$ cat src/rtl/ula_sequencial_if.sv
// ula_sequencial_if: operand/opcode bus and result/flag bus of the sequential ALU.
interface ula_sequencial_if #(
    parameter int unsigned WIDTH = 32
);
    logic             Inicio;
    logic [WIDTH-1:0] Dado1;
    logic [WIDTH-1:0] Dado2;
    logic [3:0]       S;
    logic             branch;
    logic [WIDTH-1:0] Resultado;
    logic [WIDTH-1:0] ResultadoAlto;
    logic             zero;
    logic             branchAtivo;
    logic             Negativo;
    logic             ErroDiv;
    logic             Ocupado;
    logic             Pronto;

    // Control unit side
    modport master (
        output Inicio, Dado1, Dado2, S, branch,
        input  Resultado, ResultadoAlto, zero, branchAtivo, Negativo, ErroDiv, Ocupado, Pronto
    );

    // ALU side
    modport slave (
        input  Inicio, Dado1, Dado2, S, branch,
        output Resultado, ResultadoAlto, zero, branchAtivo, Negativo, ErroDiv, Ocupado, Pronto
    );
endinterface

$ cat src/rtl/ula_sequencial.sv
// ula_sequencial: registered MIPS ALU with single-cycle ops plus iterative
// shift-add multiply and restoring divide (one bit per cycle, HI/LO results).
module ula_sequencial #(
    parameter int unsigned WIDTH = 32
) (
    input logic             clock,
    input logic             reset_n,
    ula_sequencial_if.slave bus
);
    localparam int unsigned LOG2 = $clog2(WIDTH);
    localparam int unsigned CW   = LOG2 + 1;

    typedef enum logic [1:0] {StOcioso, StMult, StDiv} state_t;

    state_t           r_state;
    logic [CW-1:0]    r_count;
    logic [WIDTH-1:0] r_opb;     // multiplicand or divisor
    logic [WIDTH-1:0] r_hi_acc;  // partial product high word / partial remainder
    logic [WIDTH-1:0] r_lo_acc;  // multiplier bits / dividend bits becoming quotient
    logic [WIDTH-1:0] r_res;
    logic [WIDTH-1:0] r_res_hi;
    logic             r_zero;
    logic             r_branch_ativo;
    logic             r_negativo;
    logic             r_erro_div;
    logic             r_pronto;

    logic [WIDTH-1:0] w_res;
    logic [WIDTH-1:0] w_diff;
    logic             w_zero;
    logic             w_cmp_op;
    logic [LOG2-1:0]  w_sh;
    logic [WIDTH:0]   w_msum;
    logic [WIDTH-1:0] w_mul_hi;
    logic [WIDTH-1:0] w_mul_lo;
    logic [WIDTH:0]   w_dshift;
    logic [WIDTH:0]   w_dsub;
    logic             w_dge;
    logic [WIDTH-1:0] w_div_hi;
    logic [WIDTH-1:0] w_div_lo;

    assign w_sh   = bus.Dado2[LOG2-1:0];
    assign w_diff = bus.Dado1 - bus.Dado2;

    // Single-cycle result and zero flag from the live bus, sampled on Inicio.
    // zero is only meaningful for the compare/branch opcodes and is 0 elsewhere.
    always_comb begin
        w_res    = '0;
        w_zero   = 1'b0;
        w_cmp_op = 1'b0;
        case (bus.S)
            4'b0000: w_res = bus.Dado1 + bus.Dado2;
            4'b0001: w_res = w_diff;
            4'b0100: w_res = bus.Dado1 & bus.Dado2;
            4'b0101: w_res = bus.Dado1 | bus.Dado2;
            4'b0110: w_res = ~bus.Dado1;
            4'b0111: begin
                w_res    = w_diff;
                w_zero   = (w_diff == '0);
                w_cmp_op = 1'b1;
            end
            4'b1000: begin
                w_zero   = (bus.Dado1 > bus.Dado2);
                w_cmp_op = 1'b1;
            end
            4'b1001: begin
                w_zero   = (bus.Dado1 <= bus.Dado2);
                w_cmp_op = 1'b1;
            end
            4'b1010: w_res = {{(WIDTH-1){1'b0}}, ~(bus.Dado1 < bus.Dado2)};
            4'b1011: w_res = bus.Dado2 + WIDTH'(1);
            4'b1100: w_res = bus.Dado1 << w_sh;
            4'b1101: w_res = bus.Dado1 >> w_sh;
            4'b1110: w_res = $unsigned($signed(bus.Dado1) >>> w_sh);
            default: w_res = '0;
        endcase
    end

    // One shift-add step: conditionally add multiplicand to the high word, shift pair right.
    always_comb begin
        w_msum   = {1'b0, r_hi_acc} + (r_lo_acc[0] ? {1'b0, r_opb} : '0);
        w_mul_hi = w_msum[WIDTH:1];
        w_mul_lo = {w_msum[0], r_lo_acc[WIDTH-1:1]};
    end

    // One restoring-divide step. A zero divisor always "fits", which naturally
    // yields an all-ones quotient and leaves the dividend as the remainder.
    always_comb begin
        w_dshift = {r_hi_acc, r_lo_acc[WIDTH-1]};
        w_dge    = (w_dshift >= {1'b0, r_opb});
        w_dsub   = w_dshift - {1'b0, r_opb};
        w_div_hi = w_dge ? w_dsub[WIDTH-1:0] : w_dshift[WIDTH-1:0];
        w_div_lo = {r_lo_acc[WIDTH-2:0], w_dge};
    end

    // FSM, iteration datapath and registered outputs.
    always_ff @(posedge clock or negedge reset_n) begin
        if (!reset_n) begin
            r_state        <= StOcioso;
            r_count        <= '0;
            r_opb          <= '0;
            r_hi_acc       <= '0;
            r_lo_acc       <= '0;
            r_res          <= '0;
            r_res_hi       <= '0;
            r_zero         <= 1'b0;
            r_branch_ativo <= 1'b0;
            r_negativo     <= 1'b0;
            r_erro_div     <= 1'b0;
            r_pronto       <= 1'b0;
        end else begin
            r_pronto <= 1'b0;
            case (r_state)
                StOcioso: begin
                    if (bus.Inicio) begin
                        if (bus.S == 4'b0010 || bus.S == 4'b0011) begin
                            r_state  <= (bus.S == 4'b0010) ? StMult : StDiv;
                            r_count  <= CW'(WIDTH);
                            r_opb    <= bus.Dado2;
                            r_hi_acc <= '0;
                            r_lo_acc <= bus.Dado1;
                        end else begin
                            r_res          <= w_res;
                            r_res_hi       <= '0;
                            r_zero         <= w_zero;
                            r_branch_ativo <= bus.branch & w_zero & w_cmp_op;
                            r_negativo     <= w_res[WIDTH-1];
                            r_erro_div     <= 1'b0;
                            r_pronto       <= 1'b1;
                        end
                    end
                end
                StMult: begin
                    r_hi_acc <= w_mul_hi;
                    r_lo_acc <= w_mul_lo;
                    r_count  <= r_count - CW'(1);
                    if (r_count == CW'(1)) begin
                        r_state        <= StOcioso;
                        r_res          <= w_mul_lo;
                        r_res_hi       <= w_mul_hi;
                        r_zero         <= 1'b0;
                        r_branch_ativo <= 1'b0;
                        r_negativo     <= w_mul_lo[WIDTH-1];
                        r_erro_div     <= 1'b0;
                        r_pronto       <= 1'b1;
                    end
                end
                StDiv: begin
                    r_hi_acc <= w_div_hi;
                    r_lo_acc <= w_div_lo;
                    r_count  <= r_count - CW'(1);
                    if (r_count == CW'(1)) begin
                        r_state        <= StOcioso;
                        r_res          <= w_div_lo;
                        r_res_hi       <= w_div_hi;
                        r_zero         <= 1'b0;
                        r_branch_ativo <= 1'b0;
                        r_negativo     <= w_div_lo[WIDTH-1];
                        r_erro_div     <= (r_opb == '0);
                        r_pronto       <= 1'b1;
                    end
                end
                default: r_state <= StOcioso;
            endcase
        end
    end

    assign bus.Resultado     = r_res;
    assign bus.ResultadoAlto = r_res_hi;
    assign bus.zero          = r_zero;
    assign bus.branchAtivo   = r_branch_ativo;
    assign bus.Negativo      = r_negativo;
    assign bus.ErroDiv       = r_erro_div;
    assign bus.Ocupado       = (r_state != StOcioso);
    assign bus.Pronto        = r_pronto;
endmodule

$ cat src/flat_wrapper.sv
// flat-port wrapper written by rule: the top's interface ports become plain ports
module ula_sequencial_flat 
#(
    parameter int unsigned WIDTH = 32
)
  (clock, reset_n, bus_Inicio, bus_Dado1, bus_Dado2, bus_S, bus_branch, bus_Resultado, bus_ResultadoAlto, bus_zero, bus_branchAtivo, bus_Negativo, bus_ErroDiv, bus_Ocupado, bus_Pronto);
  ula_sequencial_if #(.WIDTH(WIDTH)) bus_i ();
  input logic clock;
  input logic reset_n;
  input wire logic [$bits(bus_i.Inicio)-1:0] bus_Inicio;
  input wire logic [$bits(bus_i.Dado1)-1:0] bus_Dado1;
  input wire logic [$bits(bus_i.Dado2)-1:0] bus_Dado2;
  input wire logic [$bits(bus_i.S)-1:0] bus_S;
  input wire logic [$bits(bus_i.branch)-1:0] bus_branch;
  output wire logic [$bits(bus_i.Resultado)-1:0] bus_Resultado;
  output wire logic [$bits(bus_i.ResultadoAlto)-1:0] bus_ResultadoAlto;
  output wire logic [$bits(bus_i.zero)-1:0] bus_zero;
  output wire logic [$bits(bus_i.branchAtivo)-1:0] bus_branchAtivo;
  output wire logic [$bits(bus_i.Negativo)-1:0] bus_Negativo;
  output wire logic [$bits(bus_i.ErroDiv)-1:0] bus_ErroDiv;
  output wire logic [$bits(bus_i.Ocupado)-1:0] bus_Ocupado;
  output wire logic [$bits(bus_i.Pronto)-1:0] bus_Pronto;
  assign bus_i.Inicio = bus_Inicio;
  assign bus_i.Dado1 = bus_Dado1;
  assign bus_i.Dado2 = bus_Dado2;
  assign bus_i.S = bus_S;
  assign bus_i.branch = bus_branch;
  assign bus_Resultado = bus_i.Resultado;
  assign bus_ResultadoAlto = bus_i.ResultadoAlto;
  assign bus_zero = bus_i.zero;
  assign bus_branchAtivo = bus_i.branchAtivo;
  assign bus_Negativo = bus_i.Negativo;
  assign bus_ErroDiv = bus_i.ErroDiv;
  assign bus_Ocupado = bus_i.Ocupado;
  assign bus_Pronto = bus_i.Pronto;
  ula_sequencial #(.WIDTH(WIDTH)) u_core (.clock(clock), .reset_n(reset_n), .bus(bus_i));
endmodule
$ cat config.mk
export PLATFORM = sky130hd
export DESIGN_NAME = ula_sequencial_flat
export DESIGN_NICKNAME = d
export VERILOG_FILES = /design/src/rtl/ula_sequencial_if.sv /design/src/rtl/ula_sequencial.sv /design/src/flat_wrapper.sv
export SDC_FILE = /design/constraint.sdc
export NUM_CORES = 1
export LEC_CHECK = 0
export BUFFER_PORTS_ARGS = -buffer_cell sky130_fd_sc_hd__buf_4
export CAP_MARGIN = 20
export CORE_ASPECT_RATIO = 0.6
export CORE_UTILIZATION = 40
export CTS_CLUSTER_DIAMETER = 200
export DETAILED_ROUTE_END_ITERATION = 16
export GPL_ROUTABILITY_DRIVEN = 1
export MAX_ROUTING_LAYER = met4
export SLEW_MARGIN = 0
export SYNTH_ARGS = -nofsm -noshare
export SYNTH_HDL_FRONTEND = slang
export SYNTH_SLANG_ARGS = --single-unit
$ cat constraint.sdc
create_clock -name clock -period 3.6 [get_ports clock]
set_input_delay 0.54 -clock clock [delete_from_list [all_inputs] [get_ports clock]]
set_output_delay 0.54 -clock clock [all_outputs]
set_load 0.05 [all_outputs]
==> results.json, run 1 <==
{
  "dp_hpwl_um": 98010,
  "routed.top_layer": "met4",
  "clock_path_buffers": 2,
  "fillCellCount": 4913,
  "fmax_mhz": 276.3,
  "synth_edf_count": 0,
  "start_kind": "flip-flop",
  "firstDrtPassIters": 6,
  "final_nets": 3623,
  "syn_avg_cell_area_um2": 7.586,
  "cp_max_fo": 6,
  "crit_start": "u_core.r_lo_acc[0]",
  "synth.distinct_cells": 87,
  "ys_warn_count": 0,
  "post-route-min-period_ps": 3619,
  "wl_met3_um": 21230,
  "place_ws_ps": -498.7,
  "cts_buffers": 17,
  "cts_root_buf": "clkbuf_16",
  "path_clk_slew_ps": 80,
  "dieArea_um2": 53670,
  "start_util": 0.4096,
  "grt_remaining_overflow": 0,
  "combPwrFrac": 0.652,
  "cp.arrival_ps": 3980,
  "grt_start_max_net_pins": 88,
  "cellInternalPower_mw": 6.966,
  "crit_buf_inv": 4,
  "violations": "setup timing",
  "cellLeakagePower_nw": 13.12,
  "syn-cell-area_um2": 21090,
  "final_area_um2": 28120,
  "die_h_um": 179.9,
  "required_ps": 3960,
  "cts_hold_buf": 0,
  "syn_nets": 3054,
  "drv_slew": 0,
  "slowest_delay_ps": 480,
  "crit_slowest_cell": "a221o_2",
  "vdd_drop_max_mv": 0.6902,
  "final_common_cell": "buf_4",
  "drt_iter0_drc": 3655,
  "crit_chain": "buf_12 > buf_6 > buf_6 > and2_1 > ha_2 > a21o_1 > a221oi_4 > o21ai_1 > a221o_2 > a21oi_2 > buf_4 > o21ai_4 > a311oi_2 > xor2_1 > o32ai_2 > mux2_2",
  "drtAntennaViolNets": 0,
  "maxSlewHeadroom": 0.4175,
  "htreeDepth": 4,
  "grt_pass1_vias": 23250,
  "viasPerCell": 6.336,
  "wirelength_um": 119400,
  "drc": 0,
  "p_sw_frac": 0.5305,
  "tightest_slew_ps": 873.7,
  "drive_above_1_share": 0.2838,
  "maxCapViolations": 0,
  "antenna_found_initial": 3,
  "hold_path_class": "input pin to asynchronous set/reset pin",
  "ys_ff_latch": 172,
  "io_buffers": 141,
  "grt_usage": 0.4452,
  "synthCells": 2780,
  "power.density_nw_per_um2": 527.6,
  "setup_slack_ps": -18.74,
  "wl_per_cell_um": 29.43,
  "row_count": 64,
  "crit_top_cell": "buf_6",
  "netSwitchingPower_mw": 7.870,
  "seq_area_frac_synth": 0.2041,
  "rsz0062_at_grt": "true",
  "end_kind": "flip-flop",
  "met2_length_um": 41110,
  "met1_length_um": 54920,
  "die_w_um": 298.4,
  "worstSkewPairLatency_ps": 480,
  "vias": 25720,
  "finalSetupViolCount": 2,
  "p_seq_frac": 0.220,
  "clock-sinks": 172,
  "core_um2": 51490,
  "synthFlopType": "dfrtp_1",
  "finalPower_mw": 14.84,
  "cp_top_family": "compound AO/OA/AOI/OAI gates",
  "clkPwrFrac": 0.128,
  "place.gp.congestion": 1.135,
  "layout_common_cells": "buf_4 (716), nand2_1 (310), o21ai_0 (252)",
  "grt_pass1_wl_um": 167900,
  "boundaryPins": 142,
  "r2r-start": "u_core.r_lo_acc[0]",
  "area_growth_pct": 33.34,
  "synth-async-reset-ratio": 1.000,
  "crit_type": "flip-flop to flip-flop",
  "outcome": "finished with violations",
  "hold_violations": 0,
  "cts_tree": "built",
  "period_share": 1.005,
  "tns_ps": -35.60,
  "placed_cell_area_um2": 26900,
  "skew_ps": 18.13
}
## power by group through the flow
stage	registers [mW]	clock network (mW)	logic, mW
after floorplan	3.56	0	4.49
after global placement	3.19	0	8.79
after detailed placement	3.21	0	8.92
after CTS	3.19	1.92	9.04
after global routing	3.27	1.98	10.1
final	3.26	1.90	9.67
## sequential cells by signal (all words and copies together) (netlist names)
name / count
u_core.r_hi_acc: 32
u_core.bus.branchAtivo: 1
u_core.r_state: 2
u_core.r_count: 6
u_core.r_lo_acc: 32
u_core.bus.ResultadoAlto: 32
u_core.bus.ErroDiv: 1
u_core.bus.Pronto: 1
u_core.r_opb: 32
u_core.bus.Resultado: 32
u_core.bus.zero: 1
## cells by family (layout without fill, tap and decap cells)
group,count (synthesis),after routing,synth area share
compound gates,942,942,0.2806
xor+xnor,89,89,0.03696
fa+ha+maj,202,202,0.1213
buf+inv,356,938,0.06455
flops,172,172,0.2041
mux,145,145,0.09902
other cells,0,4,0
simple gates,874,874,0.1935
## final cells by class
cell class	instances	area (um^2)	share of cell area
clock inverter	13	126.4	0.004494
timing repair buffer	737	5746	0.2043
multi-input combinational	2252	15980	0.5681
antenna	4	10.01	0.0003560
tap	693	867.1	0.03084
clock buffer	19	432.9	0.01540
sequential	172	4315	0.1535
inverter	169	646.9	0.02300
## metal layers
layer,global-route usage,vias up
met4,0.06892,0
met3,0.2250,142
met5,-,-
met1,0.6676,12440
met2,0.5104,1819
li1,-,11310
## what timing repair did
item,4_1_cts,5_1_grt
setup buffers,4,12
pin swaps,11,31
endpoints found under the setup margin,40,79
resized for setup,31,98
## cells in the mapped netlist, drive strengths merged, types with 6 or more instances
| library cell | number | area (um^2) |
|---|---|---|
| inv | 168 | 630.6 |
| nand2b | 19 | 118.9 |
| or3 | 17 | 106.4 |
| xnor2 | 59 | 516.8 |
| mux2 | 9 | 101.4 |
| buf | 40 | 175.2 |
| or2 | 7 | 43.79 |
| a21o | 46 | 345.3 |
| and3 | 22 | 137.6 |
| o21bai | 14 | 108.9 |
| a21boi | 10 | 75.07 |
| o221ai | 7 | 61.31 |
| nor2b | 21 | 133.9 |
| a22o | 7 | 61.31 |
| ha | 198 | 2477 |
| a221o | 12 | 120.1 |
| nand4 | 26 | 162.7 |
| nor4 | 31 | 206.4 |
| nand3 | 52 | 260.3 |
| nand2 | 310 | 1164 |
| o21ai | 281 | 1410 |
| a2111oi | 18 | 188.9 |
| a21oi | 232 | 1161 |
| o211ai | 19 | 152.6 |
| dfrtp | 172 | 4304 |
| o31ai | 19 | 147.6 |
| a31oi | 54 | 337.8 |
| and4 | 8 | 70.07 |
| mux2i | 86 | 860.8 |
| clkbuf | 147 | 551.8 |
| nor3 | 55 | 275.3 |
| a211oi | 25 | 187.7 |
| mux4 | 50 | 1126 |
| o22ai | 55 | 344.1 |
| nand3b | 6 | 45.04 |
| a211o | 11 | 96.34 |
| o31a | 6 | 52.55 |
| a22oi | 35 | 262.8 |
| a221oi | 20 | 175.2 |
| o21a | 20 | 150.1 |
| nor2 | 231 | 874.6 |
| a311oi | 7 | 61.31 |
| and2 | 51 | 319.1 |
| xor2 | 30 | 262.8 |
## stage by stage
step	instances	utilization	hold WS, ps
floorplan	2780	-	244.4
global placement	4007	0.5225	456.7
detailed placement	4007	0.5225	471.6
CTS	4043	0.5365	172.8
global route	4056	0.5460	199.5
finish	4059	0.5461	136.2
## final timing paths
kind                                                      to  slack (ps)  cells after the start
worst min register to register  u_core.bus.ResultadoAlto[27]         480                      2
min in group clock                    u_core.bus.branchAtivo         430                      3
worst max register to register           u_core.r_hi_acc[30]         -20                     16
max in group asynchronous                 u_core.r_hi_acc[6]        2500                      2
worst max-delay path                     u_core.r_hi_acc[30]         -20                     16
worst min-delay path                     u_core.r_hi_acc[26]         140                      1
(Power assumes the default switching activity.)
==> inputs of run 2 (changes only) <==
--- a/config.mk
+++ b/config.mk
@@ -13,6 +13,7 @@
 export DETAILED_ROUTE_END_ITERATION = 16
 export GPL_ROUTABILITY_DRIVEN = 1
 export MAX_ROUTING_LAYER = met4
+export REMOVE_ABC_BUFFERS = 1
 export SLEW_MARGIN = 0
 export SYNTH_ARGS = -nofsm -noshare
 export SYNTH_HDL_FRONTEND = slang
==> run 2 against run 1 <==
Effect of this change:
- the flow still finishes with violations (setup timing)
- clock power rose by 8%
- total power up 1.4%
- die area stayed put
- flip-flop and latch count did not move
- first-iteration DRC count decreased by 2.4%
- sequential share of layout area shrank 0.33 points
- routed wire length is 3.8% lower
- fmax decreased by 0.51%
- non-clock buffer count rose by 49
- global-route usage is 1.5 points lower
- core utilization rose by 1.2 points
- critical path type unchanged
- largest power group unchanged
==> results.json, run 2 (synthesized netlist as in run 1, its figures left out) <==
{
  "outcome": "finished with violations",
  "violations": "setup timing",
  "firstDrtPassIters": 7,
  "rsz0062_at_grt": "true",
  "path_clk_slew_ps": 80,
  "viasPerCell": 6.340,
  "boundaryPins": 142,
  "finalHoldWorstSlack_ps": 88.01,
  "ff_latch_area_um2": 4312,
  "die_w_um": 298.4,
  "cts_buffers": 17,
  "cp.arrival_ps": 4000,
  "placed_cell_area_um2": 27170,
  "finalSetupViolCount": 4,
  "end_kind": "flip-flop",
  "grt_start_max_net_pins": 71,
  "setup_slack_ps": -37.46,
  "period_share": 1.010,
  "drtAntennaViolNets": 0,
  "area_growth_pct": 36.18,
  "cp_max_fo": 7,
  "power.density_nw_per_um2": 524.0,
  "htreeDepth": 4,
  "crit_type": "flip-flop to flip-flop",
  "required_ps": 3960,
  "wirelength_um": 114900,
  "cts_root_buf": "clkbuf_16",
  "grt_remaining_overflow": 0,
  "maxSlewHeadroom": 0.3263,
  "fin_cells": 4107,
  "finalPower_mw": 15.05,
  "drt_iter0_drc": 3567,
  "clock_path_buffers": 2,
  "grt_pass1_vias": 23590,
  "fmax_mhz": 274.9,
  "reg2reg_depth": 15,
  "worstSkewPairLatency_ps": 500,
  "cts_hold_buf": 0,
  "layout_common_cells": "buf_4 (759), nand2_1 (309), o21ai_0 (251)",
  "drv_slew": 0,
  "multi_input_area_um2": 16150,
  "final_nets": 3672,
  "wl_per_cell_um": 27.98,
  "dp.cells": 4047,
  "skew_ps": 26.16,
  "io_buffers": 141,
  "start_util": 0.4096,
  "maxCapViolations": 0,
  "grt_usage": 0.4301,
  "dieArea_um2": 53670,
  "row_count": 64,
  "final_area_um2": 28720,
  "core_um2": 51490,
  "tightest_slew_ps": 1007,
  "hold_path_class": "input pin to asynchronous set/reset pin",
  "grt_pass1_wl_um": 164100,
  "cellLeakagePower_nw": 13.44,
  "start_kind": "flip-flop",
  "clock-sinks": 172,
  "hold_violations": 0,
  "die_h_um": 179.9,
  "post-route-min-period_ps": 3637,
  "finish.utilization": 0.5578,
  "dp_hpwl_um": 92780,
  "antenna_found_initial": 2,
  "place.gp.congestion": 1.104,
  "drc": 0,
  "vdd_drop_max_mv": 0.5231,
  "vias": 26040,
  "final_common_cell": "buf_4",
  "cts_tree": "built",
  "fillCellCount": 4883,
  "drive_above_1_share": 0.2993
}
==> run 2: per-layer routing <==
| metal | track usage | wire length, um | vias up |
|---|---|---|---|
| li1 | - | - | 11420 |
| met1 | 0.6629 | 54580 | 12740 |
| met2 | 0.4851 | 39390 | 1740 |
| met3 | 0.1942 | 18800 | 133 |
| met4 | 0.07651 | 2133 | 0 |
| met5 | - | 0 | - |
==> run 2: worst max-delay path, cell delays in order, from the launching register on <==
cell and delay (ps):
dfrtp_2 490, buf_12 180, and2_4 140, ha_4 180, buf_6 120, a211oi_4 250
o211ai_1 190, and2_4 200, a221o_2 440, a21oi_2 170, buf_4 140, o21ai_4 80
a311oi_2 330, xor2_1 220, o32ai_2 110, mux2_4 280
==> run 2: path summary, 6_finish.rpt <==
check	slack (ps)	endpoint	startpoint
worst min-delay path	90	u_core.r_hi_acc[29]	reset_n
worst max register to register	-40	u_core.bus.ResultadoAlto[30]	u_core.r_lo_acc[0]
worst min register to register	490	u_core.bus.Resultado[11]	u_core.bus.Resultado[11]
max in group asynchronous	2700	u_core.r_hi_acc[8]	reset_n
worst max-delay path	-40	u_core.bus.ResultadoAlto[30]	u_core.r_lo_acc[0]
min in group clock	370	u_core.bus.branchAtivo	bus_branch
==> run 2: report_power, final <==
group / switching (mW) / internal [mW]
clock network: 0.998 / 1.06
logic: 6.10 / 3.70
registers: 0.678 / 2.50
total: 7.78 / 7.27
==> run 2: metrics by stage <==
| stage | TNS (ps) | worst slack, ps |
|---|---|---|
| floorplan | -33130 | -1243 |
| detailed placement | -19410 | -686.8 |
| global placement | -17500 | -513.4 |
| global route | -701.6 | -135.8 |
| finish | -108.3 | -37.46 |
| CTS | -16.30 | -11.45 |
==> run 2: layout make-up <==
cell class | instances | area share
Sequential cell | 172 | 0.1501
Inverter | 169 | 0.02231
Clock buffer | 19 | 0.01542
Antenna cell | 3 | 0.0002614
Clock inverter | 13 | 0.005359
Tap cell | 693 | 0.03019
Multi-Input combinational cell | 2252 | 0.5624
Timing Repair Buffer | 786 | 0.2140
==> run 2: repair_timing <==
action	CTS	global route
resized for setup	49	117
gates cloned	1	0
pin swaps	15	61
endpoints found under the setup margin	71	76
setup buffers	8	17
